--- config.mk ---
export PLATFORM = sky130hd
export DESIGN_NAME = vm1_bus_ctl
export DESIGN_NICKNAME = d
export VERILOG_FILES = /design/src/rtl/vm1_bus_ctl.sv
export SDC_FILE = /design/constraint.sdc
export NUM_CORES = 1
export LEC_CHECK = 0
export ABC_AREA = 1
export BUFFER_PORTS_ARGS = -buffer_cell sky130_fd_sc_hd__buf_2
export CAP_MARGIN = 20
export CELL_PAD_IN_SITES_DETAIL_PLACEMENT = 1
export CELL_PAD_IN_SITES_GLOBAL_PLACEMENT = 2
export CORE_UTILIZATION = 26
export DETAILED_ROUTE_END_ITERATION = 7
export PLACE_DENSITY_LB_ADDON = 0.05
export SLEW_MARGIN = 40
export SYNTH_ARGS = -nofsm -noshare
export SYNTH_HDL_FRONTEND = slang
export SYNTH_SLANG_ARGS = --single-unit
--- constraint.sdc ---
create_clock -name clk -period 1.6 [get_ports clk]
set_clock_uncertainty 0.05 [all_clocks]
set_input_delay 0.08 -clock clk [delete_from_list [all_inputs] [get_ports clk]]
set_output_delay 0.08 -clock clk [all_outputs]
set_load 0.02 [all_outputs]
--- src/rtl/vm1_bus_ctl.sv ---
// vm1_bus_ctl -- bus cycle controller for a VM1-style CPU.
//
// Detects the start of a CPU bus cycle from a rising SYNC, classifies the
// latched address (interrupt vector, memory, I/O page or nonexistent), then
// times the reply: a fixed wait for memory, a bounded wait for io_ack_i on
// I/O, a short fixed wait for vector fetches, and a bus-error pulse for
// nonexistent addresses.
//
// Ports
//   clk        system clock, rising edge
//   reset      asynchronous, active-high
//   sync_i     CPU SYNC (address valid)
//   din_i      CPU read strobe
//   dout_i     CPU write strobe
//   wtbt_i     byte transfer qualifier
//   iako_i     interrupt acknowledge
//   addr_i     CPU byte address
//   io_ack_i   I/O device completion
//   rply_o     RPLY to CPU
//   error_o    bus-error pulse (2 cycles)
//   mem_sel_o  memory cycle active
//   io_sel_o   I/O cycle active
//   mem_we_o   one-cycle memory write strobe
//   mem_be_o   memory byte enables
//   vec_oe_o   drive vec_o onto the data bus
//   vec_o      interrupt vector (constant VECTOR)
//
// state   | meaning
// --------+--------------------------------------------------------------
// S_IDLE  | no cycle; waiting for a SYNC rising edge
// S_ADDR  | address latched and decoded; waiting for DIN/DOUT
// S_WAIT  | strobe seen; counting wait cycles / timeout
// S_REPLY | RPLY asserted until both strobes drop
// S_ERROR | bus error pulse, two cycles
// S_HOLD  | cycle finished; waiting for SYNC to drop

module vm1_bus_ctl #(
  parameter int unsigned MEM_WAIT   = 2,
  parameter int unsigned IO_TIMEOUT = 15,
  parameter logic [15:0] IO_BASE    = 16'o177560,
  parameter logic [15:0] VECTOR     = 16'o000064
) (
  input  logic        clk,
  input  logic        reset,
  input  logic        sync_i,
  input  logic        din_i,
  input  logic        dout_i,
  input  logic        wtbt_i,
  input  logic        iako_i,
  input  logic [15:0] addr_i,
  input  logic        io_ack_i,
  output logic        rply_o,
  output logic        error_o,
  output logic        mem_sel_o,
  output logic        io_sel_o,
  output logic        mem_we_o,
  output logic [1:0]  mem_be_o,
  output logic        vec_oe_o,
  output logic [15:0] vec_o
);

  typedef enum logic [2:0] {
    S_IDLE, S_ADDR, S_WAIT, S_REPLY, S_ERROR, S_HOLD
  } state_t;

  typedef enum logic [1:0] {
    C_MEM, C_IO, C_VEC, C_NXM
  } cls_t;

  localparam logic [4:0]  MEM_WAIT_L   = 5'(MEM_WAIT);
  localparam logic [4:0]  IO_TIMEOUT_L = 5'(IO_TIMEOUT);
  localparam logic [15:0] IO_PAGE      = 16'o160000;

  function automatic cls_t decode(input logic [15:0] a, input logic ia);
    if (ia)                return C_VEC;
    else if (a < IO_PAGE)  return C_MEM;
    else if (a >= IO_BASE) return C_IO;
    else                   return C_NXM;
  endfunction

  state_t      state, state_nx;
  logic [4:0]  cnt, cnt_nx;
  logic        sync_q;
  logic        sync_vld;
  logic [15:0] addr_q;
  logic        iako_q;
  logic        wtbt_q;
  logic        we_q;
  logic        mem_we_q;
  logic        sync_rise;
  logic        start_reply;
  logic        strobe;
  cls_t        cls;
  cls_t        cls_ld;
  logic [1:0]  be;

  // sync_vld keeps a SYNC that is already high when reset releases from
  // looking like a rising edge: only a genuinely sampled 0 counts.
  assign sync_rise = sync_vld & ~sync_q & sync_i;
  assign strobe    = din_i | dout_i;
  assign cls       = decode(addr_q, iako_q);
  // IAKO may arrive together with the strobe, so the load decision sees it.
  assign cls_ld    = decode(addr_q, iako_q | iako_i);

  always_comb begin
    state_nx    = state;
    cnt_nx      = cnt;
    start_reply = 1'b0;
    case (state)
      S_IDLE: begin
        if (sync_rise) state_nx = S_ADDR;
      end
      S_ADDR: begin
        if (!sync_i) begin
          state_nx = S_IDLE;
        end else if (strobe) begin
          state_nx = S_WAIT;
          case (cls_ld)
            C_MEM:   cnt_nx = MEM_WAIT_L;
            C_IO:    cnt_nx = IO_TIMEOUT_L;
            C_VEC:   cnt_nx = 5'd1;
            default: cnt_nx = 5'd0;
          endcase
        end
      end
      S_WAIT: begin
        if (!sync_i) begin
          state_nx = S_IDLE;
        end else begin
          case (cls)
            C_IO: begin
              // Ack is checked first so it wins over a coinciding expiry;
              // the error fires on the cycle the count reaches zero.
              if (io_ack_i) begin
                state_nx    = S_REPLY;
                start_reply = 1'b1;
              end else if (cnt <= 5'd1) begin
                state_nx = S_ERROR;
                cnt_nx   = 5'd1;
              end else begin
                cnt_nx = cnt - 5'd1;
              end
            end
            C_NXM: begin
              state_nx = S_ERROR;
              cnt_nx   = 5'd1;
            end
            default: begin
              if (cnt == 5'd0) begin
                state_nx    = S_REPLY;
                start_reply = 1'b1;
              end else begin
                cnt_nx = cnt - 5'd1;
              end
            end
          endcase
        end
      end
      S_REPLY: begin
        if (!sync_i)                  state_nx = S_IDLE;
        else if (!din_i && !dout_i)   state_nx = S_HOLD;
      end
      S_ERROR: begin
        if (cnt == 5'd0) state_nx = S_HOLD;
        else             cnt_nx   = cnt - 5'd1;
      end
      S_HOLD: begin
        if (!sync_i) state_nx = S_IDLE;
      end
      default: state_nx = S_IDLE;
    endcase
  end

  always_ff @(posedge clk or posedge reset) begin
    if (reset) begin
      state    <= S_IDLE;
      cnt      <= 5'd0;
      sync_q   <= 1'b0;
      sync_vld <= 1'b0;
      addr_q   <= 16'd0;
      iako_q   <= 1'b0;
      wtbt_q   <= 1'b0;
      we_q     <= 1'b0;
      mem_we_q <= 1'b0;
    end else begin
      state    <= state_nx;
      cnt      <= cnt_nx;
      sync_q   <= sync_i;
      sync_vld <= 1'b1;
      mem_we_q <= start_reply & (cls == C_MEM) & we_q;
      if (state == S_IDLE && sync_rise) begin
        addr_q <= addr_i;
        iako_q <= iako_i;
        wtbt_q <= wtbt_i;
        we_q   <= 1'b0;
      end
      if (state == S_ADDR) begin
        iako_q <= iako_q | iako_i;
        wtbt_q <= wtbt_q | wtbt_i;
        // DIN and DOUT together count as a write.
        if (strobe) we_q <= dout_i;
      end
    end
  end

  always_comb begin
    be = 2'b11;
    if (wtbt_q) be = addr_q[0] ? 2'b10 : 2'b01;
  end

  assign rply_o    = (state == S_REPLY);
  assign error_o   = (state == S_ERROR);
  assign mem_sel_o = (cls == C_MEM) &&
                     (state == S_ADDR || state == S_WAIT || state == S_REPLY);
  assign io_sel_o  = (cls == C_IO) &&
                     (state == S_ADDR || state == S_WAIT || state == S_REPLY);
  assign vec_oe_o  = (cls == C_VEC) && (state == S_WAIT || state == S_REPLY);
  assign mem_we_o  = mem_we_q;
  assign mem_be_o  = mem_sel_o ? be : 2'b00;
  assign vec_o     = VECTOR;

endmodule
Yosys cells after proc, flatten, opt, wreduce, memory -nomap -nowiden. Cells that the tools add are included.

Bits in read-only memories: 0. Input bits: 24. Bits in latches: 0. Output and inout port bits: 24. Bits in writable memories: 0. Register bits after elaboration: 30. Word-level logic and storage cells: 101. Memories kept: 0.

Shifts and indexed selects: 0. Divide/modulo/power cells: 0. Reduce and logical (&&, ||, !) cells: 18. Order comparisons: 3. Add/sub/neg operators: 1. Bitwise gates (word level): 8. Multiplexer cells: 41. Equality and inequality tests: 21. Multipliers: 0.

Operators by type and width (count): $mux 3 (11); $mux 5 (6); $pmux 3 s6 (1); $ge 16x16->1 const B (1); $lt 16x16->1 const B (1); $pmux 5 s3 (1); $mux 2 (7); $pmux 4 s3 (1); $mux 1 (11); $ne 2x2->1 const B (5); $pmux 5 s2 (1); $reduce_and 7->1 (1); $eq 2x2->1 const B (3); $eq 3x2->1 const B (2); $eq 3x3->1 const B (2); $ne 3x3->1 const B (2); $pmux 3 s2 (1); $le 5x1->1 const B (1); $logic_and 1x1->1 (5); $logic_not 5->1 (1); $ne 5x4->1 const B (1); $ne 5x5->1 const B (1); $reduce_and 5->1 (1); $sub 5x1->5 const B (1); other kinds (14) (24).

Depth between registers and ports, before layout.
Word-level depth: 10. Depth in mapped cells: 12. Mapped depth without buffers: 12.

Worst setup path after synthesis. OpenSTA, ideal clock, no wires.

Path kind: register to register. From: register state[2]. To: register state[2]. Path slack: -0.069 ns. Setup time: 0.124 ns. Data arrival time: 1.495 ns. Stages on the path, launching flop included: 11. Required time: 1.426 ns. Clock period less this slack: 1.669 ns. Path buffers: 0. Cell sequence: dfrtp_1 inv_2 nand2_4 nor2_1 nand2_1 o21ai_2 nor2_2 nand2_1 nor2_4 nand2_1 o21ai_1.

Longest elaborated chain between the ends: 3. Elaborated cells between the ends (all ways): 15. Classes of those cells: eq/ne: 12; mux: 1; reduce/logical: 2.

Ends and longest elaborated chain: start, declared (line 81) `state_t state, state_nx;`; start signal, assigned (line 186) `state <= state_nx;`; $eq 3x2->1 (*); net rply_o (line 52) `output logic rply_o,`; $ne 3x2->1 (no source line); $reduce_and 7->1 (no source line).

Mark *: on every way through the listed nets, which the timed path passes. The rest lies on a longest branch. A chain may end at the register's enable or synchronous reset.

Final worst setup path.
From: register state[0]. To: register cnt[1].

Longest elaborated chain between the ends: 3. Elaborated cells between the ends (all ways): 10. Classes of those cells: eq/ne: 7; mux: 1; reduce/logical: 2.

Ends and longest elaborated chain: $eq 3x2->1 (tied with other cells) (line 109) `case (state)`; $ne 3x3->1 (no source line) (tied with other cells); $reduce_and 5->1 (no source line); end signal, assigned (line 187) `cnt <= cnt_nx;`; end, declared (line 82) `logic [4:0] cnt, cnt_nx;`.

Parallel ways exist; a longest one is shown, timed or not.

==> results_dict.tcl <==
set metrics [dict create \
    seq_area_frac_synth_pct 37.8 \
    p_leak_nw 1.42 \
    drt-pass1-iter-count 8 \
    port_buffers 28 \
    antenna_found_initial 0 \
    async_reset_ff_share_pct 100 \
    outcome "complete, but fails checks" \
    timing.rr.end "cnt[1]$_DFFE_PP0P_" \
    fin_nets 367 \
    hold_viol_final 0 \
    synth_area_leader_cell "dfrtp_1" \
    yosys-top-cells-area "dfrtp_1 (38%), nand2_1 (19%), buf_4 (6.7%)" \
    grt_pass1_wl_mm 8.76 \
    htreeDepth 1 \
    cts_buffer_depth 2 \
    hold_slack_ns 0.0580 \
    reg2regPathDepth 8 \
    synth-edff-count 0 \
    cp.required_ns 1.78 \
    multiInputGateArea_mm2 0.00116 \
    ys_types 28 \
    syn2layout_area_growth_pct 55.9 \
    hp-class "primary input to flop" \
    synth_cells 247 \
    met3_length_um 105 \
    yosysMostFrequentCell "nand2_1" \
    powerDensity_mw_per_mm2 1640 \
    ant_nets 0 \
    cp_data_arrival_time_ns 1.76 \
    ys_top_cells_by_count "nand2_1 (89), dfrtp_1 (27), inv_1 (20)" \
    routedWlPerCell_um 12.3 \
    ys_seq_elements 27 \
    die_w_um 84.9 \
    crit_type "flop to flop" \
    dpl_cell_area_mm2 0.00217 \
    grt_pass1_vias 1913 \
    topRoutingLayerUsed "met4" \
    crit_end "cnt[1]$_DFFE_PP0P_" \
    place.gp.congestion 0.717 \
    io_pins 48 \
    track_usage_pct 15.3 \
    cap_viol_max_count 0 \
    drt_wl_total_mm 5.10 \
    drive_gt1_share_pct 43.5 \
    avgViaCountPerCell 4.38 \
    dp_hpwl_mm 3.74 \
    wl_met1_mm 2.37 \
    setup_viol 0 \
    antenna_cells_inserted 0 \
    grt-ovfl-total 0 \
    fp.dieH_um 84.9 \
    hold_path.startpoint "iako_i" \
    regToRegSetupSlack_ns 0.01 \
    fin_crit_ns 1.59 \
    drtIter0Drc 34 \
    syn_avg_cell_area_um2 7.24 \
    synth_top_flop_cell "dfrtp_1" \
    rr_startpoint "state[0]$_DFFE_PP0P_" \
    startpoint_type "flop" \
    drv_slew 0 \
    wl_met2_mm 2.57 \
    fmax_mhz 629 \
    finalCritPeriodShare_pct 99.3 \
    violations "design-rule violations" \
    crit_start "state[0]$_DFFE_PP0P_" \
    clock_sinks 27 \
    end_kind "flop" \
    core_area_mm2 0.00649 \
    worstPathMaxFanout 7 \
    final_area_mm2 0.00279 \
    initial_core_util_pct 27.5 \
    synth_warnings 0 \
    rsz0062_at_grt "yes" \
    synth.top_cell.area_share_pct 37.8 \
    irDropWorstVdd_mv 0.518 \
    insertion_delay_ns 0.28 \
    cts_root_buf "clkbuf_8" \
    fill_cells 821 \
    syn_area_mm2 0.00179 \
    vias 1817 \
    num_rows 29 \
    path_clk_slew_ns 0.10 \
    grt_max_degree 28 \
    cts_tree "done" \
    die_area_mm2 0.00721 \
    drc 4 \
    regArea_um2 676 \
    numCtsBuffers 3 \
]
==> layout by cell type, fill, tap and decap left out, drive strengths merged <==
master | synthesis | layout
a211oi | 1 | 1
a21oi | 2 | 2
buf | 19 | 74
clkbuf | 0 | 3
clkinv | 0 | 1
conb | 2 | 17
dfrtp | 27 | 27
dlygate4sd3 | 0 | 17
ha | 4 | 4
inv | 24 | 24
nand2 | 95 | 95
nand3 | 17 | 17
nand4 | 3 | 3
nor2 | 25 | 25
nor3 | 5 | 5
o211ai | 1 | 1
o21ai | 17 | 17
o21bai | 1 | 1
or2 | 1 | 1
xor2 | 3 | 3
==> worst min path at each step <==
stage | cells after the start | slack, ns | to
after floorplan | 0 | 0.06 | sync_q$_DFF_PP0_
after CTS | 3 | 0.05 | iako_q$_DFFE_PP0P_
after global routing | 3 | 0.07 | iako_q$_DFFE_PP0P_
final | 3 | 0.06 | iako_q$_DFFE_PP0P_
after global placement | 3 | 0.13 | cnt[0]$_DFFE_PP0P_
after detailed placement | 3 | 0.13 | cnt[1]$_DFFE_PP0P_
==> state kept, by name (all words and copies together) (netlist names) <==
signal    cells
addr_q       13
cnt           5
iako_q        1
mem_we_o      1
state         3
sync_q        1
sync_vld      1
we_q          1
wtbt_q        1
==> critical path, cell delays in order (launching register included) <==
cell and delay [ns]:
dfrtp_1 0.41, nor2_2 0.14, inv_2 0.05, buf_6 0.11, nor2_4 0.20, inv_1 0.13
a211oi_1 0.27, o21ai_1 0.11, nand2_1 0.06
==> kinds of logic (layout without fill, tap and decap cells) <==
family	Yosys count	in the layout	share of synthesized area, %
flip-flops	27	27	37.8
buffers and inverters	43	119	12.6
adder cells (fa/ha/maj)	4	4	2.80
AO/OA/AOI/OAI	22	22	6.79
AND/OR/NAND/NOR	146	146	38.1
other	2	17	0.420
XOR/XNOR	3	3	1.47
==> where the power goes <==
part / switching [W] / internal, W
Combinational: 0.00165 / 0.00134
Clock: 0.000241 / 0.000175
Sequential: 0.000206 / 0.000960
==> metrics by stage <==
stage / setup WS [ns] / TNS, ns / std cells / util, % / power, W
final: 0.0114 / 0 / 415 / 42.9 / 0.00457
after global routing: -0.119 / -1.04 / 415 / 42.9 / 0.00502
after CTS: -0.0214 / -0.0868 / 406 / 39.2 / 0.00415
after detailed placement: -0.0512 / -0.274 / 378 / 33.5 / 0.00342
after global placement: -0.0210 / -0.124 / 378 / 33.5 / 0.00339
after floorplan: 0.0184 / 0 / 262 / - / 0.00258
==> layout make-up <==
type                    count  area share [%]
clock buffers               3            1.48
clock inverters             1           0.180
inverters                  24            3.32
multi-input cells         192            41.7
flip-flops and latches     27            24.2
well taps                  77            3.46
repair buffers             91            25.6
==> layer usage <==
metal  GRT usage, %  vias to the layer above
met1           19.0                      866
met4           4.16                        0
met5              0                        -
met3           1.95                        5
met2           27.7                       27
li1               -                      919
==> timing repair <==
| action | CTS | global route |
|---|---|---|
| setup endpoints to repair | 12 | 14 |
| hold buffers | 17 | 0 |
| buffers inserted | 7 | 9 |
| hold endpoints to repair | 43 | 0 |
| pin swaps | 11 | 19 |
| gates resized for setup | 28 | 55 |
Power figures use the tool's default switching activity.
